===== config.mk =====
export PLATFORM = sky130hd
export DESIGN_NAME = csr_timer_intc
export DESIGN_NICKNAME = d
export VERILOG_FILES = /design/src/rtl/csr_timer_intc_pkg.sv /design/src/rtl/csr_timer_intc_sync_chain.sv /design/src/rtl/csr_timer_intc.sv
export SDC_FILE = /design/constraint.sdc
export NUM_CORES = 1
export LEC_CHECK = 0
export ABC_CLOCK_PERIOD_IN_PS = 2500
export BUFFER_PORTS_ARGS = -buffer_cell sky130_fd_sc_hd__buf_4
export CAP_MARGIN = 20
export CELL_PAD_IN_SITES_DETAIL_PLACEMENT = 1
export CELL_PAD_IN_SITES_GLOBAL_PLACEMENT = 1
export CORE_MARGIN = 10
export CORE_UTILIZATION = 32
export CTS_BUF_LIST = sky130_fd_sc_hd__clkbuf_16
export CTS_CLUSTER_DIAMETER = 100
export DETAILED_ROUTE_END_ITERATION = 10
export PLACE_DENSITY = 0.71
export SKIP_CTS_REPAIR_TIMING = 1
export SYNTH_ARGS = -nofsm -noshare
export SYNTH_HDL_FRONTEND = slang
export SYNTH_SLANG_ARGS = --single-unit

===== constraint.sdc =====
create_clock -name clk -period 2.5 [get_ports clk]
set_input_delay 0.375 -clock clk [delete_from_list [all_inputs] [get_ports clk]]
set_output_delay 0.375 -clock clk [all_outputs]
set_load 0.02 [all_outputs]

===== src/rtl/csr_timer_intc_pkg.sv =====
// Shared CSR definitions for the timer/interrupt CSR slice: addresses,
// register layouts and bit positions used by the core and its CSR files.
package cpu_defs;

  typedef logic [13:0] csr_addr_t;

  localparam csr_addr_t CSR_TID   = 14'h0040;
  localparam csr_addr_t CSR_TCFG  = 14'h0041;
  localparam csr_addr_t CSR_TVAL  = 14'h0042;
  localparam csr_addr_t CSR_TICLR = 14'h0044;

  // Bit of the TICLR write data that clears the timer interrupt.
  localparam int TICLR_CLR = 0;

  // TCFG as seen at full 32-bit width; bits at or above the timer width
  // are held at zero by the timer itself.
  typedef struct packed {
    logic [29:0] initval;
    logic        periodic;
    logic        en;
  } tcfg_t;

  // ESTAT.IS image.
  typedef struct packed {
    logic       ipi;
    logic       ti;
    logic       r10;
    logic [7:0] hwi;
    logic [1:0] swi;
  } estat_is_t;

endpackage


===== src/rtl/csr_timer_intc_sync_chain.sv =====
// Multi-flop synchroniser for a bundle of asynchronous level signals.
// Each bit is synchronised independently; no latching of pulses.
module sync_chain #(
  parameter int WID    = 1,
  parameter int STAGES = 2
) (
  input  logic           clk,
  input  logic           rst_n,
  input  logic [WID-1:0] din,
  output logic [WID-1:0] dout
);

  logic [STAGES-1:0][WID-1:0] stage_r;

  // Shift the raw inputs through the synchroniser flops.
  always_ff @(posedge clk or negedge rst_n) begin
    if (!rst_n) begin
      stage_r <= {(STAGES*WID){1'b0}};
    end else begin
      stage_r[0] <= din;
      for (int i = 1; i < STAGES; i++) begin
        stage_r[i] <= stage_r[i-1];
      end
    end
  end

  assign dout = stage_r[STAGES-1];

endmodule


===== src/rtl/csr_timer_intc.sv =====
// Timer and interrupt CSR slice: TID/TCFG/TVAL/TICLR, a countdown timer
// with one-shot and periodic modes, and aggregation of SWI/HWI/TI/IPI
// into the ESTAT.IS image and the masked interrupt request.
module csr_timer_intc
  import cpu_defs::*;
#(
  parameter int          TIMER_WID   = 32,
  parameter int          HWI_NUM     = 8,
  parameter int          SYNC_STAGES = 2,
  parameter logic [31:0] CORE_ID     = 32'h0000_0000
) (
  input  logic               clk,
  input  logic               rst_n,
  input  csr_addr_t          addr,
  input  logic               we,
  input  logic [31:0]        wr_data,
  output logic [31:0]        rd_data,
  output logic               rd_hit,
  input  logic [HWI_NUM-1:0] hwi_i,
  input  logic               ipi_i,
  input  logic [1:0]         swi_i,
  input  logic [12:0]        lie_i,
  input  logic               crmd_ie_i,
  output logic [12:0]        is_o,
  output logic               ti_o,
  output logic               int_req_o
);

  localparam int SYNC_WID = HWI_NUM + 1;
  localparam logic [TIMER_WID-1:0] TVAL_ZERO = {TIMER_WID{1'b0}};

  logic [31:0]          tid_r;
  logic [TIMER_WID-1:0] tcfg_r;
  logic [TIMER_WID-1:0] tval_r;
  logic                 armed_r;
  logic                 ti_r;

  tcfg_t                tcfg_s;
  logic [TIMER_WID-1:0] reload_s;
  logic [TIMER_WID-1:0] wr_reload_s;
  logic                 tid_wr_s;
  logic                 tcfg_wr_s;
  logic                 ticlr_wr_s;
  logic                 count_s;
  logic                 expire_s;
  logic [SYNC_WID-1:0]  sync_s;
  logic [7:0]           hwi_ext_s;
  estat_is_t            is_s;

  // Decode CSR writes and derive the timer control terms.
  always_comb begin
    tcfg_s      = tcfg_t'(32'(tcfg_r));
    reload_s    = TIMER_WID'({tcfg_s.initval, 2'b00});
    wr_reload_s = {wr_data[TIMER_WID-1:2], 2'b00};
    tid_wr_s    = we & (addr == CSR_TID);
    tcfg_wr_s   = we & (addr == CSR_TCFG);
    ticlr_wr_s  = we & (addr == CSR_TICLR) & wr_data[TICLR_CLR];
    // A TCFG write takes priority over counting, so it can never expire.
    count_s     = tcfg_s.en & armed_r & ~tcfg_wr_s;
    expire_s    = count_s & (tval_r == TVAL_ZERO);
  end

  // Timer configuration, counter and arm state.
  always_ff @(posedge clk or negedge rst_n) begin
    if (!rst_n) begin
      tcfg_r  <= {TIMER_WID{1'b0}};
      tval_r  <= {TIMER_WID{1'b0}};
      armed_r <= 1'b0;
    end else if (tcfg_wr_s) begin
      tcfg_r  <= wr_data[TIMER_WID-1:0];
      tval_r  <= wr_reload_s;
      armed_r <= 1'b1;
    end else if (count_s) begin
      if (tval_r != TVAL_ZERO) begin
        tval_r <= tval_r - TIMER_WID'(1'b1);
      end else if (tcfg_s.periodic) begin
        tval_r <= reload_s;
      end else begin
        armed_r <= 1'b0;
      end
    end
  end

  // Sticky timer interrupt; an expiry beats a simultaneous clear.
  always_ff @(posedge clk or negedge rst_n) begin
    if (!rst_n) begin
      ti_r <= 1'b0;
    end else if (expire_s) begin
      ti_r <= 1'b1;
    end else if (ticlr_wr_s) begin
      ti_r <= 1'b0;
    end
  end

  // Timer ID register.
  always_ff @(posedge clk or negedge rst_n) begin
    if (!rst_n) begin
      tid_r <= CORE_ID;
    end else if (tid_wr_s) begin
      tid_r <= wr_data;
    end
  end

  sync_chain #(
    .WID    (SYNC_WID),
    .STAGES (SYNC_STAGES)
  ) u_sync (
    .clk   (clk),
    .rst_n (rst_n),
    .din   ({ipi_i, hwi_i}),
    .dout  (sync_s)
  );

  // Assemble the ESTAT.IS image; unused HWI lines read zero.
  always_comb begin
    hwi_ext_s              = 8'h00;
    hwi_ext_s[HWI_NUM-1:0] = sync_s[HWI_NUM-1:0];
    is_s.swi               = swi_i;
    is_s.hwi               = hwi_ext_s;
    is_s.r10               = 1'b0;
    is_s.ti                = ti_r;
    is_s.ipi               = sync_s[HWI_NUM];
  end

  assign is_o      = is_s;
  assign ti_o      = ti_r;
  assign int_req_o = crmd_ie_i & (|(is_o & lie_i));

  // CSR read mux; reads see the value before any same-cycle write.
  always_comb begin
    rd_data = 32'h0000_0000;
    rd_hit  = 1'b1;
    case (addr)
      CSR_TID:   rd_data = tid_r;
      CSR_TCFG:  rd_data = 32'(tcfg_r);
      CSR_TVAL:  rd_data = 32'(tval_r);
      CSR_TICLR: rd_data = 32'h0000_0000;
      default:   rd_hit  = 1'b0;
    endcase
  end

endmodule


Yosys cells after proc, flatten, opt, wreduce, memory -nomap -nowiden

Cells that the tools add are included.

Flip-flop bits (word level): 116
Bits of input ports: 74
Output and inout bits: 48

Add/subtract/negate cells: 1
Equality and inequality tests: 6
Multiplexer cells: 12
Bitwise logic cells: 10
Reductions and logical operators: 9

Operators by type and width:

| cell                  | number |
|---|---|
| $mux 32               | 4 |
| $pmux 32 s3           | 1 |
| $eq 14x7->1 const B   | 4 |
| $logic_not 32->1      | 1 |
| $reduce_bool 32->1    | 1 |
| $sub 32x1->32 const B | 1 |
| $and 13x13->13        | 1 |
| $reduce_or 13->1      | 1 |
| $and 1x1->1           | 8 |
| $mux 1                | 7 |
| $reduce_bool 2->1     | 2 |
| $reduce_or 4->1       | 1 |
| $reduce_and 3->1      | 1 |
| $reduce_bool 3->1     | 1 |
| $ne 2x1->1 const B    | 1 |
| $ne 2x2->1 const B    | 1 |
| $reduce_and 2->1      | 1 |
| $not 1->1             | 1 |

Depth between registers and ports, before layout

Word-level depth: 6
Mapped depth: 10
Mapped depth without buffers: 8

Hierarchy

From an unflattened synthesis, not the netlist that was laid out.

Cells, all modules: 643
Area total of the unflattened synthesis: 6114.6 µm²

By module, submodules not included:

| module         | instances | cells an instance | area each (µm²) |
|---|---|---|---|
| csr_timer_intc | 1         | 616               | 5596.6 |
| sync_chain     | 1         | 27                | 518.0 |

Least setup slack after synthesis

Ideal clock, no wire load.

Path kind: input to output
From: in addr[7]
To: out rd_data[0]
Arrival: 2.093 ns
Path slack: 0.032 ns
Cell stages on the path: 6
Buffers on the path: 1
Cell sequence: nor4b_2 nand3_1 nor4b_1 clkbuf_1 a222oi_1 inv_1

Longest elaborated chain between the ends: 2

Ends and longest elaborated chain:

| item            | RTL line              | text |
|---|---|---|
| start, declared | csr_timer_intc.sv:14  | `input csr_addr_t addr,` |
| $eq 14x7->1     | csr_timer_intc.sv:133 | `case (addr)` |
| $pmux 32 s3 *   | csr_timer_intc.sv:133 |  |
| end, declared   | csr_timer_intc.sv:17  | `output logic [31:0] rd_data,` |

Mark *: on every way between the ends. The rest lies on a longest branch, timed or not.

Worst setup path after layout

From: in addr[7]
To: out rd_data[28]

The elaborated chain is that of the path after synthesis.

==> impl_metrics.csv <==
group,metric,value,unit
synthesis,synth-compound-area-share,18.0,%
synthesis,yosysTopAreaCell,"dfrtp_1",
final_layout,diodes,0,
job,max_cap_viol_count,0,
clocking,clock_tree.root_cell,"clkbuf_16",
synthesis,syn_area_per_cell,9.57,µm²
synthesis,ys_ff_latch,116,
detailed_routing,ant_nets,0,
critical_path,cp.arrival,2.07,ns
die,die_w,158,µm
die,core_area,18800,µm²
synthesis,synthMuxAreaShare,6.06,%
synthesis,async_flop_share,100,%
timing,slew_headroom,53.2,%
synthesis,synth_cells,638,
critical_path,critPathLaunchType,"primary input",
clocking,h-tree-depth,4,
synthesis,yosysMostFrequentCell,"nand2_1",
die,rows,50,
synthesis,synthAdderAreaFrac,0.574,%
outcome,violations,"hold timing",
die,ios,122,
die,die_height,158,µm
timing,setup_viol,0,
clocking,cts_buffers,17,
timing,drv_slew,0,
detailed_routing,drc,0,
detailed_routing,wl_per_cell,21.2,µm
timing,timing.hold.ws,-0.0184,ns
timing,min_period_over_period,97.6,%
pwr,powerDensity,625,nW/µm²
global_route,grt_use_total,17.3,%
pwr,power_leakage,4.39,nW
detailed_routing,drt_iter0_drc,487,
final_layout,num-fill-cells,2124,
clocking,tritoncts,"done",
synthesis,syn-num-nets,714,
final_layout,area_growth,39.0,%
critical_path,cp_max_fo,17,
synthesis,synth_edf_count,0,
critical_path,criticalPathCategory,"in2out",
synthesis,synthTopCellsByCount,"nand2_1, dfrtp_1, inv_1",
outcome,status,"complete, but fails checks",
detailed_routing,routed_wirelength,22400,µm
placed_design,dpl.hpwl,15200,µm
synthesis,yosys.cell_types.count,65,
final_layout,instances_no_fill,1055,
synthesis,yosysTopAreaCellShare,47.5,%
synthesis,synth_top_cells_by_area,"dfrtp_1, nand2_1, mux2_2",
pwr,irDropWorstVdd,0.000493,V
clocking,cts_buffer_depth,2,
die,initial_core_util,32.5,%
clocking,clk_pin_slew,0.05,ns
global_route,grt_max_degree,117,
clocking,clock_latency,0.42,ns
min_path,hold_class,"in2async",
timing,max_freq,410,MHz
synthesis,yosysSeqAreaShare,47.5,%
global_route,overflow,0,
detailed_routing,via_per_inst,5.63,
synthesis,synthSimpleGateAreaFrac,19.9,%
placed_design,place_congestion,0.879,
critical_path,endpoint_kind,"output pin",
timing,clock_skew,0.00584,ns
synthesis,ys.flop_type,"dfrtp_1",
critical_path,cp_data_required_time,2.12,ns
global_route,grt_pass1_wl,34300,µm
timing,hold_viol_final,8,
global_route,grt_pass1_vias,6366,
placed_design,dp.cells,1017,
global_route,antenna_found_initial,0,
synthesis,synthXorXnorAreaFrac,1.29,%
placed_design,port_buffers,119,
die,die_area,25000,µm²
synthesis,synth_top_family_by_area,"simple AND/OR/NAND/NOR gates",
timing,period_minus_slack,2.44,ns
clocking,clock_sinks,116,
final_layout,final_nets,884,
final_layout,drive_gt1_share,34.8,%
detailed_routing,vias,5941,
timing,tightest_slew,0.702,ns
synthesis,yosys_warnings,0,
synthesis,syn_area,6110,µm²
detailed_routing,drt_first_pass_iters,5,
==> critical path, stage by stage <==
cell	delay, ns
buf_4	0.12
nor4b_4	0.31
nand3_2	0.20
buf_4	0.20
nor4_4	0.13
buf_4	0.19
buf_12	0.17
a222oi_1	0.13
inv_1	0.09
buf_4	0.14
==> cells in the final DEF, fill, tap and decap left out, drive strengths merged, types with 4 or more instances in the layout <==
cell / count
nor4b: 6
a31oi: 15
or4: 7
or3: 5
clkbuf: 19
a211o: 6
xnor2: 6
a222oi: 32
inv: 40
nand4: 10
o21ai: 31
nand3: 13
buf: 197
a21oi: 21
a21boi: 5
nor2: 31
mux2: 32
dfrtp: 116
clkinv: 7
bufinv: 5
nor4: 15
nand2: 121
o21a: 4
a221oi: 8
nor3: 16
==> through the flow <==
stage | utilization, % | setup TNS, ns | worst slack [ns] | power [W] | area, µm²
2_1_floorplan | - | 0 | 0.0317 | 0.00228 | 6110
3_3_place_gp | 40.9 | 0 | 0.000418 | 0.00259 | 7670
3_5_place_dp | 40.9 | -0.185 | -0.0357 | 0.00261 | 7670
4_1_cts | 44.4 | -0.967 | -0.0627 | 0.00534 | 8320
5_1_grt | 45.2 | -0.194 | -0.0229 | 0.00550 | 8490
6_report | 45.2 | 0 | 0.0589 | 0.00531 | 8490
==> per-layer routing <==
metal	global-route usage, %	wire, µm
met1	21.4	9750
met2	28.1	10800
met3	4.97	1580
met4	6.04	276
met5	0	0
==> final cells by class <==
cell class | count | area, µm² | share of cell area [%]
clock inverters | 15 | 231 | 2.73
inverters | 39 | 146 | 1.72
multi-input cells | 435 | 2900 | 34.2
well taps | 234 | 293 | 3.45
clock buffers | 17 | 425 | 5.01
repair buffers | 199 | 1590 | 18.7
flip-flops and latches | 116 | 2900 | 34.2
==> path summary, 6_finish.rpt <==
| kind | start | endpoint | slack [ns] | cells after the start |
|---|---|---|---|---|
| min in group clk | hwi_i[5] | u_sync.stage_r[5]$_DFF_PN0_ | 0.05 | 1 |
| worst max-delay path | addr[7] | rd_data[28] | 0.06 | 10 |
| worst min register to register | u_sync.stage_r[6]$_DFF_PN0_ | u_sync.dout[6]$_DFF_PN0_ | 0.35 | 0 |
| worst min-delay path | rst_n | tid_r[19]$_DFFE_PN0P_ | -0.02 | 2 |
| worst max register to register | tval_r[6]$_DFFE_PN0P_ | tval_r[29]$_DFFE_PN0P_ | 0.13 | 9 |
| max in group asynchronous | rst_n | u_sync.dout[3]$_DFF_PN0_ | 1.94 | 2 |
==> registers in the layout (all words and copies together), names as in the netlist <==
name,flops
armed_r,1
tval_r,32
tcfg_r,32
ti_o,1
u_sync.stage_r,9
u_sync.dout,9
tid_r,32
==> cells by family (layout without fill, tap and decap cells) <==
logic type                 Yosys count  after routing
and+or+nand+nor                    239            239
AOI/OAI and AO/OA                  150            150
DFF                                116            116
buffers and inverters               87            270
muxes                               33             33
xor gates and xnor gates             9              9
adders and majority gates            3              3
other                                1              1
==> power by group <==
| part | leakage (nW) | internal (W) | switching (W) | total, W |
|---|---|---|---|---|
| Combinational | 2.54 | 0.000302 | 0.000356 | 0.000658 |
| Clock | 0.314 | 0.00177 | 0.000937 | 0.00271 |
| Sequential | 1.54 | 0.00191 | 0.0000290 | 0.00194 |
(Power assumes the default switching activity.)
